--- src/rtl/euler_result_formatter.sv ---
`default_nettype none
// ============================================================================
//  Module      : euler_result_formatter
//  Description : Formats one solver result as an ASCII line on a valid/ready
//                byte stream. The 32-bit result is converted to decimal with
//                a sequential double dabble, leading zeros are dropped, and a
//                CR/LF terminator is optionally appended. A failing solver
//                produces "ERR" instead of digits. One line per reset.
//  Ports       : clk       - clock, rising edge
//                rst       - synchronous active-high reset
//                result    - unsigned solver result, valid while done=1
//                done      - solver finished (level)
//                error     - solver failure flag, meaningful with done=1
//                tx_data   - ASCII byte
//                tx_valid  - tx_data is valid
//                tx_ready  - sink accepts the byte on tx_valid && tx_ready
//                busy      - capture through acceptance of the last byte
//                finished  - last byte accepted; sticky until rst
//  Revision    : 1.0 - initial release
// ============================================================================
module euler_result_formatter #(
  parameter int EMIT_CRLF = 1
) (
  input  logic        clk,
  input  logic        rst,
  input  logic [31:0] result,
  input  logic        done,
  input  logic        error,
  output logic [7:0]  tx_data,
  output logic        tx_valid,
  input  logic        tx_ready,
  output logic        busy,
  output logic        finished
);

  typedef enum logic [2:0] {
    S_IDLE       = 3'd0,
    S_CONVERT    = 3'd1,
    S_SKIPZ      = 3'd2,
    S_SEND_DIGIT = 3'd3,
    S_SEND_ERR   = 3'd4,
    S_SEND_CR    = 3'd5,
    S_SEND_LF    = 3'd6,
    S_FINISHED   = 3'd7
  } state_t;

  state_t      state_q, state_d;
  logic [31:0] shift_q, shift_d;
  logic [39:0] bcd_q, bcd_d;
  logic [5:0]  cnt_q, cnt_d;
  logic [3:0]  idx_q, idx_d;
  logic [1:0]  err_cnt_q, err_cnt_d;

  logic [39:0] bcd_adj;
  logic [3:0]  digit;

  // Digit currently being sent; idx never exceeds 9, so the slice stays
  // inside the 40-bit register.
  assign digit = bcd_q[{idx_q, 2'b00} +: 4];

  always_comb begin
    state_d   = state_q;
    shift_d   = shift_q;
    bcd_d     = bcd_q;
    cnt_d     = cnt_q;
    idx_d     = idx_q;
    err_cnt_d = err_cnt_q;
    tx_valid  = 1'b0;
    tx_data   = 8'h00;

    // Double dabble correction: any nibble of 5 or more gets +3 so the
    // following left shift carries correctly into the next decimal digit.
    bcd_adj = bcd_q;
    for (int i = 0; i < 10; i++) begin
      if (bcd_q[i*4 +: 4] >= 4'd5) begin
        bcd_adj[i*4 +: 4] = bcd_q[i*4 +: 4] + 4'd3;
      end
    end

    case (state_q)
      S_IDLE: begin
        if (done) begin
          shift_d   = result;
          bcd_d     = '0;
          cnt_d     = '0;
          idx_d     = '0;
          err_cnt_d = '0;
          state_d   = error ? S_SEND_ERR : S_CONVERT;
        end
      end

      S_CONVERT: begin
        // The MSB of the 72-bit concatenation falls off; the top digit of a
        // 32-bit value is at most 4, so nothing meaningful is lost.
        {bcd_d, shift_d} = {bcd_adj, shift_q} << 1;
        cnt_d = cnt_q + 6'd1;
        if (cnt_q == 6'd31) begin
          state_d = S_SKIPZ;
        end
      end

      S_SKIPZ: begin
        // Highest non-zero digit wins; an all-zero value leaves idx at 0 so
        // a single '0' is still sent.
        idx_d = 4'd0;
        for (int i = 0; i < 10; i++) begin
          if (bcd_q[i*4 +: 4] != 4'd0) begin
            idx_d = 4'(i);
          end
        end
        state_d = S_SEND_DIGIT;
      end

      S_SEND_DIGIT: begin
        tx_valid = 1'b1;
        tx_data  = 8'h30 + {4'b0000, digit};
        if (tx_ready) begin
          if (idx_q == 4'd0) begin
            state_d = (EMIT_CRLF != 0) ? S_SEND_CR : S_FINISHED;
          end else begin
            idx_d = idx_q - 4'd1;
          end
        end
      end

      S_SEND_ERR: begin
        tx_valid = 1'b1;
        tx_data  = (err_cnt_q == 2'd0) ? 8'h45 : 8'h52;
        if (tx_ready) begin
          if (err_cnt_q == 2'd2) begin
            state_d = (EMIT_CRLF != 0) ? S_SEND_CR : S_FINISHED;
          end else begin
            err_cnt_d = err_cnt_q + 2'd1;
          end
        end
      end

      S_SEND_CR: begin
        tx_valid = 1'b1;
        tx_data  = 8'h0D;
        if (tx_ready) begin
          state_d = S_SEND_LF;
        end
      end

      S_SEND_LF: begin
        tx_valid = 1'b1;
        tx_data  = 8'h0A;
        if (tx_ready) begin
          state_d = S_FINISHED;
        end
      end

      S_FINISHED: begin
        // Terminal until reset: inputs are deliberately ignored here.
      end

      default: begin
        state_d = S_IDLE;
      end
    endcase
  end

  always_ff @(posedge clk) begin
    if (rst) begin
      state_q   <= S_IDLE;
      shift_q   <= '0;
      bcd_q     <= '0;
      cnt_q     <= '0;
      idx_q     <= '0;
      err_cnt_q <= '0;
    end else begin
      state_q   <= state_d;
      shift_q   <= shift_d;
      bcd_q     <= bcd_d;
      cnt_q     <= cnt_d;
      idx_q     <= idx_d;
      err_cnt_q <= err_cnt_d;
    end
  end

  assign busy     = (state_q != S_IDLE) && (state_q != S_FINISHED);
  assign finished = (state_q == S_FINISHED);

endmodule
`default_nettype wire

--- config.mk ---
export PLATFORM = sky130hd
export DESIGN_NAME = euler_result_formatter
export DESIGN_NICKNAME = d
export VERILOG_FILES = /design/src/rtl/euler_result_formatter.sv
export SDC_FILE = /design/constraint.sdc
export NUM_CORES = 1
export LEC_CHECK = 0
export BUFFER_PORTS_ARGS = -buffer_cell sky130_fd_sc_hd__buf_2
export CORE_UTILIZATION = 53
export CTS_BUF_LIST = sky130_fd_sc_hd__clkbuf_4
export DETAILED_ROUTE_END_ITERATION = 12
export MAX_ROUTING_LAYER = met4
export PLACE_DENSITY = 0.73
export SYNTH_ARGS = -nofsm -noshare
export SYNTH_HDL_FRONTEND = slang
export SYNTH_SLANG_ARGS = --single-unit
--- constraint.sdc ---
create_clock -name clk -period 3.1 [get_ports clk]
set_input_delay 0.465 -clock clk [delete_from_list [all_inputs] [get_ports clk]]
set_output_delay 0.465 -clock clk [all_outputs]
set_load 0.01 [all_outputs]
==> metrics.md <==
| Metric | Value |
|---|---|
| Worst-margin pin slew | 0.755 ns |
| Max Clock Skew | 0.0243 ns |
| Filler cells | 879 |
| Wire length per cell | 15.5 um |
| Vias in the first global route | 4316 |
| Synth warn | 0 |
| Crit Path Max Fanout | 18 |
| Final Cycle Share | 91.0% |
| Slew HR | 49.6% |
| Post-DR vias/cell | 6.00 |
| Core area | 0.00920 mm2 |
| Post-Syn Instances | 629 |
| #FFs+latches synth | 87 |
| Top FF cell, synth | dfxtp_1 |
| Required time worst endpoint | 2.63 ns |
| Antenna Cells | 0 |
| Die area | 0.00986 mm2 |
| Slowest cell on the critical path | dfxtp_1 |
| CTS H-tree lvls | 3 |
| Max Clock Freq | 355 MHz |
| Hold crit path type | input pin to register |
| # nets final | 714 |
| PD cells | 584 mW/mm2 |
| Slowest stage delay, CP | 0.71 ns |
| Leak pwr | 1.95 nW |
| Crit path launch type | register |
| Root Driver | clkbuf_4 |
| Initial core utilization | 54.5% |
| Layout cells sized above 1 | 14.2% |
| Clk buf depth | 2 |
| FP Rows | 35 |
| Highest-count cells in the layout ignoring fill and taps | 87 x dfxtp_1, 86 x a21oi_1, 62 x nand2_1, 46 x buf_2, 43 x nor2_1 |
| Hold Vio Cnt, Final | 0 |
| Util after Layout | 58.4% |
| Boundary pin count | 48 |
| Area of the multi-input gates | 0.00296 mm2 |
| Post-layout min period | 2.82 ns |
| Setup_tns | 0 ns |
| Post-CTS Resized | 0 |
| Max rail drop VDD | 0.000355 V |
| Die Y | 99.3 um |
| GRT overflow | 0 |
| Starting DRT DRC Count | 228 |
| Max_cap viols | 0 |
| Die X | 99.3 um |
| Antenna Nets Post-Route | 0 |
| Reg clk slew, reported paths | 0.14 ns |
| Final setup violation count | 0 |
| Pre-Repair DR Iteration Count | 5 |
| Total GRT Usage | 25.7% |
| Largest net degree at the start of global routing | 71 |
| Critical path arrival | 2.36 ns |
| Clk_lat worst skew | 0.45 ns |
| Synthesized area | 0.00502 mm2 |
| CTS tree | done |
| Critical path cell sequence | nand2_1 > or3_1 > o21ai_0 > buf_2 |
| Fin. max-slew vios | 0 |
| Hpwl dp | 8180 um |
| Clk sink count | 87 |
| Initial antenna violation count | 0 |
| Number of synthesized flops with an enable pin | 0 |
| Status | finished clean |
| Syn Area/Cell | 7.97 um2 |
| FFs w/ async S/R, synth | 0% |
| Total CTS buffers | 9 |
| Placed cell count | 751 |
| Area added between synthesis and finish | 6.98% |
| Leading cell type in the layout, fill and taps excluded | dfxtp_1 |
| Design Area, Final | 0.00537 mm2 |
| Post-CTS Hold Fix Bufs | 0 |
| RSZ-0062 raised after global routing | false |
| Post-route insts no fill | 767 |
| Via count | 4601 |
| Global-route wire length before repair | 20000 um |
| Synth Net Count | 692 |
| Sequential fraction of the synthesis area | 34.7% |
| Critical path type | register to output port |
| Detailed-route DRC error count | 0 |
| GPL Wtd Cong | 0.864 |
| Netlist cell types | 52 |
| CP Capture Type | output port |
| Placed instance area | 0.00525 mm2 |
| FF+latch area | 0.00174 mm2 |
| Total Wirelength | 11900 um |
| Setup bufs post-CTS | 0 |
| PortBufs | 46 |
-- through the flow --
| step | hold slack [ns] | setup slack, ns | total power [mW] |
|---|---|---|---|
| finish | 0.249 | 0.279 | 3.13 |
| global placement | 0.442 | 0.843 | 2.54 |
| CTS | 0.240 | 0.291 | 3.15 |
| floorplan | 0.432 | 0.860 | 2.27 |
| global route | 0.245 | 0.133 | 3.33 |
| detailed placement | 0.449 | 0.802 | 2.57 |
-- registers in the layout, indices dropped and copies added, names as in the netlist --
| register | flops |
|---|---|
| bcd_q | 40 |
| cnt_q | 6 |
| err_cnt_q | 2 |
| idx_q | 4 |
| shift_q | 32 |
| state_q | 3 |
-- cell type report --
class / count / share of cell area [%]
flip-flops and latches: 87 / 32.5
repair buffers: 55 / 5.55
inverters: 30 / 2.10
clock inverters: 7 / 0.886
well taps: 111 / 2.59
multi-input cells: 468 / 55.2
clock buffers: 9 / 1.26
-- logic make-up after synthesis --
family / synth area share (%)
AND/OR/NAND/NOR: 21.1
flip-flops: 34.7
adder cells (fa/ha/maj): 6.49
multiplexers: 5.81
XOR/XNOR: 3.14
AO/OA/AOI/OAI: 22.3
other: 0.0748
buffers and inverters: 6.41
-- metal layers --
metal / global-route usage [%] / share of wire [%] / up-vias
li1: - / - / 2282
met1: 33.0 / 45 / 2173
met2: 41.7 / 48 / 125
met3: 4.36 / 4.9 / 21
met4: 7.35 / 1.6 / 0
met5: - / 0 / -
-- path summary, 6_finish.rpt --
path               start           to  slack [ns]  depth (start not counted)
max           state_q[0]   tx_data[1]        0.28                          4
min reg2reg  shift_q[24]  shift_q[24]        0.47                          2
max reg2reg   state_q[0]    bcd_q[22]        0.76                          6
min            result[0]   shift_q[0]        0.25                          3
-- synthesized netlist by cell type (all sizes together), types with 12 or more instances --
| cell | n | area, um2 |
|---|---|---|
| nor2 | 45 | 171 |
| inv | 30 | 113 |
| clkbuf | 24 | 90.1 |
| ha | 26 | 325 |
| dfxtp | 87 | 1740 |
| o21ai | 37 | 185 |
| nand3 | 41 | 205 |
| nand2b | 12 | 75.1 |
| buf | 20 | 119 |
| nor3 | 22 | 115 |
| nand2 | 62 | 233 |
| a21oi | 86 | 430 |
| a22oi | 28 | 210 |
-- critical path: cells and delay by family, from the launching register on --
kind / cells / cell delay (ns)
and+or+nand+nor: 2 / 0.74
DFF: 1 / 0.71
AOI/OAI and AO/OA: 1 / 0.28
buffers and inverters: 1 / 0.19
-- report_power, final --
group	switching [mW]	internal (mW)	leakage, nW
clock	0.416	0.165	0.0621
sequential	0.132	1.26	0.706
combinational	0.809	0.354	1.19
(Power assumes the default switching activity.)
